--- config.mk ---
export PLATFORM = sky130hd
export DESIGN_NAME = div_ctrl_flat
export DESIGN_NICKNAME = d
export VERILOG_FILES = /design/src/rtl/div_ctrl_if.sv /design/src/rtl/div_ctrl.sv /design/src/flat_wrapper.sv
export SDC_FILE = /design/constraint.sdc
export NUM_CORES = 1
export LEC_CHECK = 0
export BUFFER_PORTS_ARGS = -buffer_cell sky130_fd_sc_hd__buf_2
export CAP_MARGIN = 10
export CORE_MARGIN = 5
export CORE_UTILIZATION = 50
export CTS_CLUSTER_DIAMETER = 100
export DETAILED_ROUTE_END_ITERATION = 8
export PLACE_DENSITY = 0.89
export REMOVE_ABC_BUFFERS = 1
export SLEW_MARGIN = 20
export SYNTH_ARGS = -nofsm -noshare
export SYNTH_HDL_FRONTEND = slang
export SYNTH_SLANG_ARGS = --single-unit
--- constraint.sdc ---
create_clock -name clk -period 4.5 [get_ports clk]
set_input_delay 0.225 -clock clk [delete_from_list [all_inputs] [get_ports clk]]
set_output_delay 0.225 -clock clk [all_outputs]
set_load 0.01 [all_outputs]
--- src/rtl/div_ctrl_if.sv ---
// ============================================================================
// Module : div_ctrl_if
// Purpose: Request/response bus between the execute stage and the divide
//          sequencer.
//   start, is_signed, op_a, op_b, cancel : requester -> sequencer
//   busy, done, div_zero, hi, lo         : sequencer -> requester
// Revision: 1.0 - initial release
// ============================================================================
`default_nettype none

interface div_ctrl_if;
  logic        start;
  logic        is_signed;
  logic [31:0] op_a;
  logic [31:0] op_b;
  logic        cancel;
  logic        busy;
  logic        done;
  logic        div_zero;
  logic [31:0] hi;
  logic [31:0] lo;

  modport master (
    output start, is_signed, op_a, op_b, cancel,
    input  busy, done, div_zero, hi, lo
  );

  modport slave (
    input  start, is_signed, op_a, op_b, cancel,
    output busy, done, div_zero, hi, lo
  );
endinterface

`default_nettype wire

--- src/rtl/div_ctrl.sv ---
// ============================================================================
// Module : div_ctrl
// Purpose: Sequencer for a fixed-latency unsigned 32-bit divide core. Converts
//          MIPS DIV operands to magnitudes, issues them under the core's rfd
//          handshake, waits out the core latency, restores the signs and
//          writes HI (remainder) / LO (quotient).
// Ports  : clk, rst_n      - clock, asynchronous active-low reset
//          bus (slave)     - request/response bus, see div_ctrl_if
//          core_dividend/core_divisor - operand magnitudes to the core
//          core_rfd        - core ready-for-data
//          core_quotient/core_fractional - unsigned results from the core
// Revision: 1.0 - initial release
// ============================================================================
`default_nettype none

module div_ctrl #(
  parameter int LATENCY = 4,
  parameter int CNT_W   = 3
) (
  input  wire logic        clk,
  input  wire logic        rst_n,
  div_ctrl_if.slave        bus,
  output logic [31:0]      core_dividend,
  output logic [31:0]      core_divisor,
  input  wire logic        core_rfd,
  input  wire logic [31:0] core_quotient,
  input  wire logic [31:0] core_fractional
);

  typedef enum logic [2:0] {
    S_IDLE  = 3'd0,
    S_ISSUE = 3'd1,
    S_WAIT  = 3'd2,
    S_ZERO  = 3'd3,
    S_DONE  = 3'd4
  } state_t;

  localparam logic [CNT_W-1:0] c_cnt_load = CNT_W'(LATENCY - 1);
  localparam logic [CNT_W-1:0] c_cnt_one  = CNT_W'(1);

  state_t           r_state;
  logic [CNT_W-1:0] r_cnt;
  logic             r_neg_quot;  // quotient sign: a and b signs differ
  logic             r_neg_rem;   // remainder takes the dividend's sign
  logic [31:0]      r_zero_a;    // raw dividend kept for the divide-by-zero result

  logic        w_a_neg;
  logic        w_b_neg;
  logic [31:0] w_mag_a;
  logic [31:0] w_mag_b;
  logic [31:0] w_quot;
  logic [31:0] w_rem;
  logic        w_accept;

  assign w_a_neg  = bus.is_signed & bus.op_a[31];
  assign w_b_neg  = bus.is_signed & bus.op_b[31];
  // Negation mod 2^32 leaves 0x8000_0000 as its own magnitude, which is exact.
  assign w_mag_a  = w_a_neg ? -bus.op_a : bus.op_a;
  assign w_mag_b  = w_b_neg ? -bus.op_b : bus.op_b;
  assign w_quot   = r_neg_quot ? -core_quotient   : core_quotient;
  assign w_rem    = r_neg_rem  ? -core_fractional : core_fractional;
  // A cancel coinciding with a new request drops that request.
  assign w_accept = bus.start & ~bus.cancel;

  always_ff @(posedge clk or negedge rst_n) begin
    if (!rst_n) begin
      r_state       <= S_IDLE;
      r_cnt         <= '0;
      r_neg_quot    <= 1'b0;
      r_neg_rem     <= 1'b0;
      r_zero_a      <= '0;
      core_dividend <= '0;
      core_divisor  <= '0;
      bus.busy      <= 1'b0;
      bus.done      <= 1'b0;
      bus.div_zero  <= 1'b0;
      bus.hi        <= '0;
      bus.lo        <= '0;
    end else begin
      bus.done <= 1'b0;
      case (r_state)
        S_IDLE, S_DONE: begin
          if (w_accept && (bus.op_b == 32'd0)) begin
            // Core is bypassed; the result is written one edge later from
            // S_ZERO, which stalls the pipeline for that cycle.
            r_zero_a <= bus.op_a;
            bus.busy <= 1'b1;
            r_state  <= S_ZERO;
          end else if (w_accept) begin
            core_dividend <= w_mag_a;
            core_divisor  <= w_mag_b;
            r_neg_quot    <= w_a_neg ^ w_b_neg;
            r_neg_rem     <= w_a_neg;
            bus.busy      <= 1'b1;
            r_state       <= S_ISSUE;
          end else begin
            r_state <= S_IDLE;
          end
        end

        S_ISSUE: begin
          if (bus.cancel) begin
            bus.busy <= 1'b0;
            r_state  <= S_IDLE;
          end else if (core_rfd) begin
            // The core samples the operands on this edge.
            r_cnt   <= c_cnt_load;
            r_state <= S_WAIT;
          end
        end

        S_WAIT: begin
          if (bus.cancel) begin
            bus.busy <= 1'b0;
            r_state  <= S_IDLE;
          end else if (r_cnt == '0) begin
            bus.hi       <= w_rem;
            bus.lo       <= w_quot;
            bus.div_zero <= 1'b0;
            bus.done     <= 1'b1;
            bus.busy     <= 1'b0;
            r_state      <= S_DONE;
          end else begin
            r_cnt <= r_cnt - c_cnt_one;
          end
        end

        S_ZERO: begin
          if (bus.cancel) begin
            bus.busy <= 1'b0;
            r_state  <= S_IDLE;
          end else begin
            bus.hi       <= r_zero_a;
            bus.lo       <= 32'hFFFF_FFFF;
            bus.div_zero <= 1'b1;
            bus.done     <= 1'b1;
            bus.busy     <= 1'b0;
            r_state      <= S_DONE;
          end
        end

        default: begin
          bus.busy <= 1'b0;
          r_state  <= S_IDLE;
        end
      endcase
    end
  end

endmodule

`default_nettype wire

--- src/flat_wrapper.sv ---
// flat-port wrapper written by rule: the top's interface ports become plain ports
module div_ctrl_flat 
#(
  parameter int LATENCY = 4,
  parameter int CNT_W   = 3
)
  (clk, rst_n, core_dividend, core_divisor, core_rfd, core_quotient, core_fractional, bus_start, bus_is_signed, bus_op_a, bus_op_b, bus_cancel, bus_busy, bus_done, bus_div_zero, bus_hi, bus_lo);
  div_ctrl_if bus_i ();
  input  wire logic clk;
  input  wire logic rst_n;
  output logic [31:0] core_dividend;
  output logic [31:0] core_divisor;
  input  wire logic core_rfd;
  input  wire logic [31:0] core_quotient;
  input  wire logic [31:0] core_fractional;
  input wire logic [$bits(bus_i.start)-1:0] bus_start;
  input wire logic [$bits(bus_i.is_signed)-1:0] bus_is_signed;
  input wire logic [$bits(bus_i.op_a)-1:0] bus_op_a;
  input wire logic [$bits(bus_i.op_b)-1:0] bus_op_b;
  input wire logic [$bits(bus_i.cancel)-1:0] bus_cancel;
  output wire logic [$bits(bus_i.busy)-1:0] bus_busy;
  output wire logic [$bits(bus_i.done)-1:0] bus_done;
  output wire logic [$bits(bus_i.div_zero)-1:0] bus_div_zero;
  output wire logic [$bits(bus_i.hi)-1:0] bus_hi;
  output wire logic [$bits(bus_i.lo)-1:0] bus_lo;
  assign bus_i.start = bus_start;
  assign bus_i.is_signed = bus_is_signed;
  assign bus_i.op_a = bus_op_a;
  assign bus_i.op_b = bus_op_b;
  assign bus_i.cancel = bus_cancel;
  assign bus_busy = bus_i.busy;
  assign bus_done = bus_i.done;
  assign bus_div_zero = bus_i.div_zero;
  assign bus_hi = bus_i.hi;
  assign bus_lo = bus_i.lo;
  div_ctrl #(.LATENCY(LATENCY), .CNT_W(CNT_W)) u_core (.clk(clk), .rst_n(rst_n), .bus(bus_i), .core_dividend(core_dividend), .core_divisor(core_divisor), .core_rfd(core_rfd), .core_quotient(core_quotient), .core_fractional(core_fractional));
endmodule
# Yosys cells after proc, flatten, opt, wreduce, memory -nomap -nowiden
# Cells that the tools add are included.
# classes
eq_ne,14
addsub,5
reduce_logical,13
mux,38
n_bitwise,6
# ops
cell,n
$mux W32,10
$neg A32 Y32,4
$pmux W32 S2,2
$logic_not A32 Y1,1
$mux W3,10
$ne A2 B2 Y1 const B,6
$pmux W3 S4,1
$mux W1,11
$eq A3 B2 Y1 const B,2
$logic_not A3 Y1,2
$pmux W3 S2,1
$reduce_and A3 Y1,2
$reduce_and A5 Y1,1
$pmux W1 S2,2
$reduce_and A2 Y1,2
$reduce_and A4 Y1,1
$reduce_bool A2 Y1,2
$and A1 B1 Y1,3
$eq A3 B1 Y1 const B,1
$eq A3 B3 Y1 const B,1
$ne A3 B1 Y1 const B,1
$ne A3 B2 Y1 const B,1
$ne A3 B3 Y1 const B,1
$pmux W1 S3,1
6 further kinds,7
# word_totals
word_cells,88
inputBits,134
out_inout_bits,131
ff_bits,171

# Logic depth before layout (Yosys ltp)
# depth
depth_word,5
ltp_mapped,10
mapped_depth_nobuf,8

# Least setup slack after synthesis
# No wires, ideal clock.
# synth_path
kind,input -> register
start,input bus_op_b[14]
end,register u_core.r_zero_a[10]
setup_time_ns,0.127
arrival_ns,2.207
stages,7
n_path_buf,2
setup_slack_ns,2.166
required_ns,4.373
cell_sequence,or4_4 or3_4 nor4_4 and3_1 buf_4 buf_6 mux2_1
# synth_via
elab_chain_cells,3
# synth_rtl
element,line_no,text
from (decl),flat_wrapper.sv:19,input wire logic [$bits(bus_i.op_b)-1:0] bus_op_b;
$logic_not A32 Y1,div_ctrl.sv:83,if (w_accept && (bus.op_b == 32'd0)) begin
$logic_and A1 B1 Y1,div_ctrl.sv:83,
$reduce_and A2 Y1 (no line),--,
to (signal assigned),div_ctrl.sv:86,r_zero_a <= bus.op_a;
to (decl),div_ctrl.sv:45,logic [31:0] r_zero_a;
# No other way between the ends.
# A chain may end at the register's enable or synchronous reset.

# Worst setup path in the final report
# layout_path
start,register u_core.r_state[0]
end,register u_core.core_dividend[0]
# layout_via
elab_chain_cells,3
word_cells_on_any_way,4
cone_classes,eq/ne (1); reduce/logical (3)
# layout_rtl
element,line_no,text
from (decl),div_ctrl.sv:41,state_t r_state;
from (signal assigned),div_ctrl.sv:67,r_state <= S_IDLE;
from (signal assigned),div_ctrl.sv:88,r_state <= S_ZERO;
from (signal assigned),div_ctrl.sv:95,r_state <= S_ISSUE;
$eq A3 B3 Y1 / $logic_not A3 Y1 (equally long branches),div_ctrl.sv:81,case (r_state)
$reduce_or A2 Y1 (*),div_ctrl.sv:81,
$reduce_and A3 Y1 (no line) (*),--,
to (signal assigned),div_ctrl.sv:90,core_dividend <= w_mag_a;
to (decl),div_ctrl.sv:23,"output logic [31:0] core_dividend,"
# Mark *: on every way between the ends. The rest lies on a longest branch, timed or not.

==> Flow_metrics.wiki <==
{| class="wikitable"
! Metric !! Value
|-
| H-tree depth || 4
|-
| Element type at the critical path start || register
|-
| Worst relative slew slack || 26.9%
|-
| Max Root-Sink Buffers || 2
|-
| Overall die area || 20,800 um2
|-
| Clk slew on worst S/H paths || 0.07 ns
|-
| Most frequent standard cell in the layout excluding fill and tap cells || buf_2
|-
| Mapped cell area || 9000 um2
|-
| Share of synthesized area occupied by flip-flops and latches || 47.6%
|-
| Slowest cell on the critical path || a21boi_4
|-
| Area growth from synthesis to layout || 22.6%
|-
| First-pass GRT wire length || 41,000 um
|-
| Via-to-Cell Ratio || 5.71
|-
| Pin count of the biggest net entering global routing || 91
|-
| Static Leakage || 0.00509 uW
|-
| Worst Max-Slew Pin Slew || 1.10 ns
|-
| WHS Endpoint || u_core.r_zero_a[22]
|-
| Layer with the highest usage || met2
|-
| Starting utilization of the core area || 50.4%
|-
| Distinct cell type count of the synthesized netlist || 52
|-
| Commonest non-fill, non-tap cells in the layout || buf_2 (263), dfrtp_1 (171), nor2_1 (130), a21oi_1 (104), xor2_1 (86)
|-
| Kind of cell adding the most delay to the critical path || compound AO/OA/AOI/OAI gates
|-
| Row count || 49
|-
| Count of max-cap constraint violations || 0
|-
| Die outline width || 144 um
|-
| Path type of the worst setup path || reg2reg
|-
| Final non-filler cell total || 1,425
|-
| Met3 track demand over resource in global routing || 5.69%
|-
| Number of cells after detailed placement || 1,389
|-
| CP arrival || 3.25 ns
|-
| Hold Slack || 0.0706 ns
|-
| Cells resized by post-CTS repair || 0
|-
| Placed wire-length estimate || 19,600 um
|-
| Post-layout instance area || 11,000 um2
|-
| DRC errors left || 0
|-
| Number of setup violations in the final report || 0
|-
| Global-route met1 utilization || 33.3%
|-
| Worst Hold Class || in2reg
|-
| Buffer count from post-CTS setup fixing || 0
|-
| Count of port buffers added during placement || 264
|-
| Clk Tree Root Cell || clkbuf_16
|-
| Worst r2r src || u_core.r_state[0]
|-
| Kind of end point of the critical path || register
|-
| Area inside the core boundary || 17,800 um2
|-
| Number of clock sinks || 171
|-
| Terminus of the critical flop-to-flop path || u_core.core_dividend[0]
|-
| Clock latency on the worst-skew pair || 0.43 ns
|-
| Count of routing violations after the opening detailed-route iteration || 533
|-
| Highest clock frequency the design can meet || 0.339 GHz
|-
| Run status || completed
|-
| Overall global routing resource usage || 25.0%
|-
| Number of buffers created by CTS || 17
|-
| Detailed-routing iteration count for the pre-antenna-repair pass || 5
|-
| Routed length per instance || 18.5 um
|-
| Most used DFF post-synth || dfrtp_1
|-
| Share of the clock period used by the worst path || 65.5%
|-
| Mux cell area share after synthesis || 4.77%
|-
| Antenna Nets Post-Route || 0
|-
| Adder and majority gate portion of the synthesized area || 0.834%
|-
| Flip-flop and latch count after synthesis || 171
|-
| Simple-gate area share of the yosys netlist || 14.8%
|-
| Crit path required time || 4.80 ns
|-
| CP bufs+invs || 1
|-
| Largest voltage drop on the vdd net || 0.290 mV
|-
| Synthesized-area fraction occupied by xor and xnor cells || 11.6%
|-
| Via count of the routed design || 8,137
|-
| Io pins || 265
|-
| Delay contributed by the slowest stage of the critical path || 0.85 ns
|-
| Placed Area || 10,400 um2
|-
| Number of hold violations in the final report || 0
|-
| Logic depth of the worst register-to-register path || 5
|-
| R2r setup slk || 1.55 ns
|-
| Synth Instances || 939
|-
| Remaining Overflow, GRT || 0
|-
| Initial antenna violation count || 5
|-
| Via count of the first global-routing pass || 7,944
|-
| Compound-gate portion of the synthesized area || 16.7%
|-
| Met2 capacity usage during global routing || 40.9%
|-
| Clock tree from TritonCTS || built
|-
| Max Clock Skew || 0.0124 ns
|-
| Combinational family with the most area after synthesis || compound AO/OA/AOI/OAI gates
|-
| Clock period minus worst slack || 2.95 ns
|-
| YS warnings || 0
|-
| Startpoint of the tightest hold check path || bus_op_a[22]
|-
| Post-synthesis average cell area || 9.58 um2
|-
| Unrepaired setup endpoints after global routing || no
|-
| Die height || 144 um
|-
| Routed wire length || 26,400 um
|-
| Power density relative to cell area || 449 nW/um2
|-
| Cell-by-cell listing of the critical path || nand2b_1 -> nor3_1 -> a21boi_4 -> buf_4 -> mux2_2
|-
| Net total in the final layout || 1,320
|-
| Number of synthesized flops with an enable pin || 0
|-
| Cell depth of the worst min-delay path || 2
|-
| Fraction of final layout cells with drive strength greater than 1 || 27.0%
|-
| Proportion of register bits with asynchronous set or reset after synthesis || 100%
|-
| Max-slew violation count || 0
|-
| Maximum fanout along the worst path || 45
|-
| Final weighted congestion in routability-driven placement || 0.968
|}
[through the flow]
step | total power (uW) | utilization [%] | setup slack, ns | setup TNS (ns)
after floorplan | 2820 | - | -1.63 | -87.65
after global placement | 3430 | 58.4 | 1.43 | 0
after detailed placement | 3490 | 58.4 | 1.33 | 0
after CTS | 4990 | 61.8 | 1.53 | 0
after global routing | 5240 | 61.8 | 1.33 | 0
final | 4950 | 61.8 | 1.55 | 0
[worst max path at each step]
| stage | depth (start not counted) | to | slack (ns) | from |
|---|---|---|---|---|
| after detailed placement | 6 | u_core.r_zero_a[1] | 1.33 | bus_op_b[6] |
| final | 5 | u_core.core_dividend[0] | 1.55 | u_core.r_state[0] |
| after floorplan | 7 | u_core.core_dividend[0] | -1.63 | bus_op_b[0] |
| after global routing | 5 | u_core.core_dividend[0] | 1.33 | u_core.r_state[0] |
| after CTS | 5 | u_core.core_dividend[0] | 1.53 | u_core.r_state[0] |
| after global placement | 6 | u_core.r_zero_a[0] | 1.43 | bus_op_b[14] |
[cells in the mapped netlist, drive strengths merged, types with 11 or more instances]
cell type	instances	area (um2)
or3	13	86.3
nor4	16	121
o21ai	68	340
or4	11	86.3
nand2	54	203
xnor2	33	289
mux2	36	409
a22oi	25	188
clkbuf	33	124
nor2	131	492
nor3	15	80.1
a21oi	104	521
buf	15	143
dfrtp	171	4280
inv	17	63.8
xor2	86	753
o31ai	31	233
[kinds of logic after synthesis]
| family | count (synthesis) |
|---|---|
| and+or+nand+nor | 282 |
| muxes | 38 |
| AOI/OAI and AO/OA | 257 |
| buffers and inverters | 66 |
| DFF | 171 |
| xor gates and xnor gates | 119 |
| adders and majority gates | 6 |
[metal layers]
| layer | routed length [um] | vias up |
|---|---|---|
| met4 | 578 | 6 |
| met5 | 34 | - |
| met2 | 12500 | 379 |
| li1 | - | 3800 |
| met1 | 10800 | 3909 |
| met3 | 2520 | 43 |
[layout make-up]
type | count | area (um2)
well taps | 229 | 287
inverters | 18 | 67.6
clock inverters | 13 | 153
flip-flops and latches | 171 | 4280
clock buffers | 19 | 443
diodes | 3 | 7.51
fillers | 1426 | 6810
repair buffers | 270 | 1390
multi-input cells | 702 | 4410
[registers in the layout, indices dropped and copies added, names as in the netlist]
name                  count
u_core.bus.lo            32
u_core.r_neg_rem          1
u_core.bus.done           1
u_core.r_neg_quot         1
u_core.bus.hi            32
u_core.r_cnt              3
u_core.r_state            3
u_core.core_dividend     32
u_core.bus.busy           1
u_core.bus.div_zero       1
u_core.r_zero_a          32
u_core.core_divisor      32
[timing repair]
| action | in CTS | in global routing |
|---|---|---|
| setup endpoints to repair | 0 | 0 |
| hold buffers | 1 | 0 |
| endpoints found under the hold margin | 89 | 0 |
[where the power goes]
part           total, uW  switching [uW]  internal, uW
clock network       1490             643           848
logic               1360             782           577
registers           2100             220          1880
(Power assumes the default switching activity.)
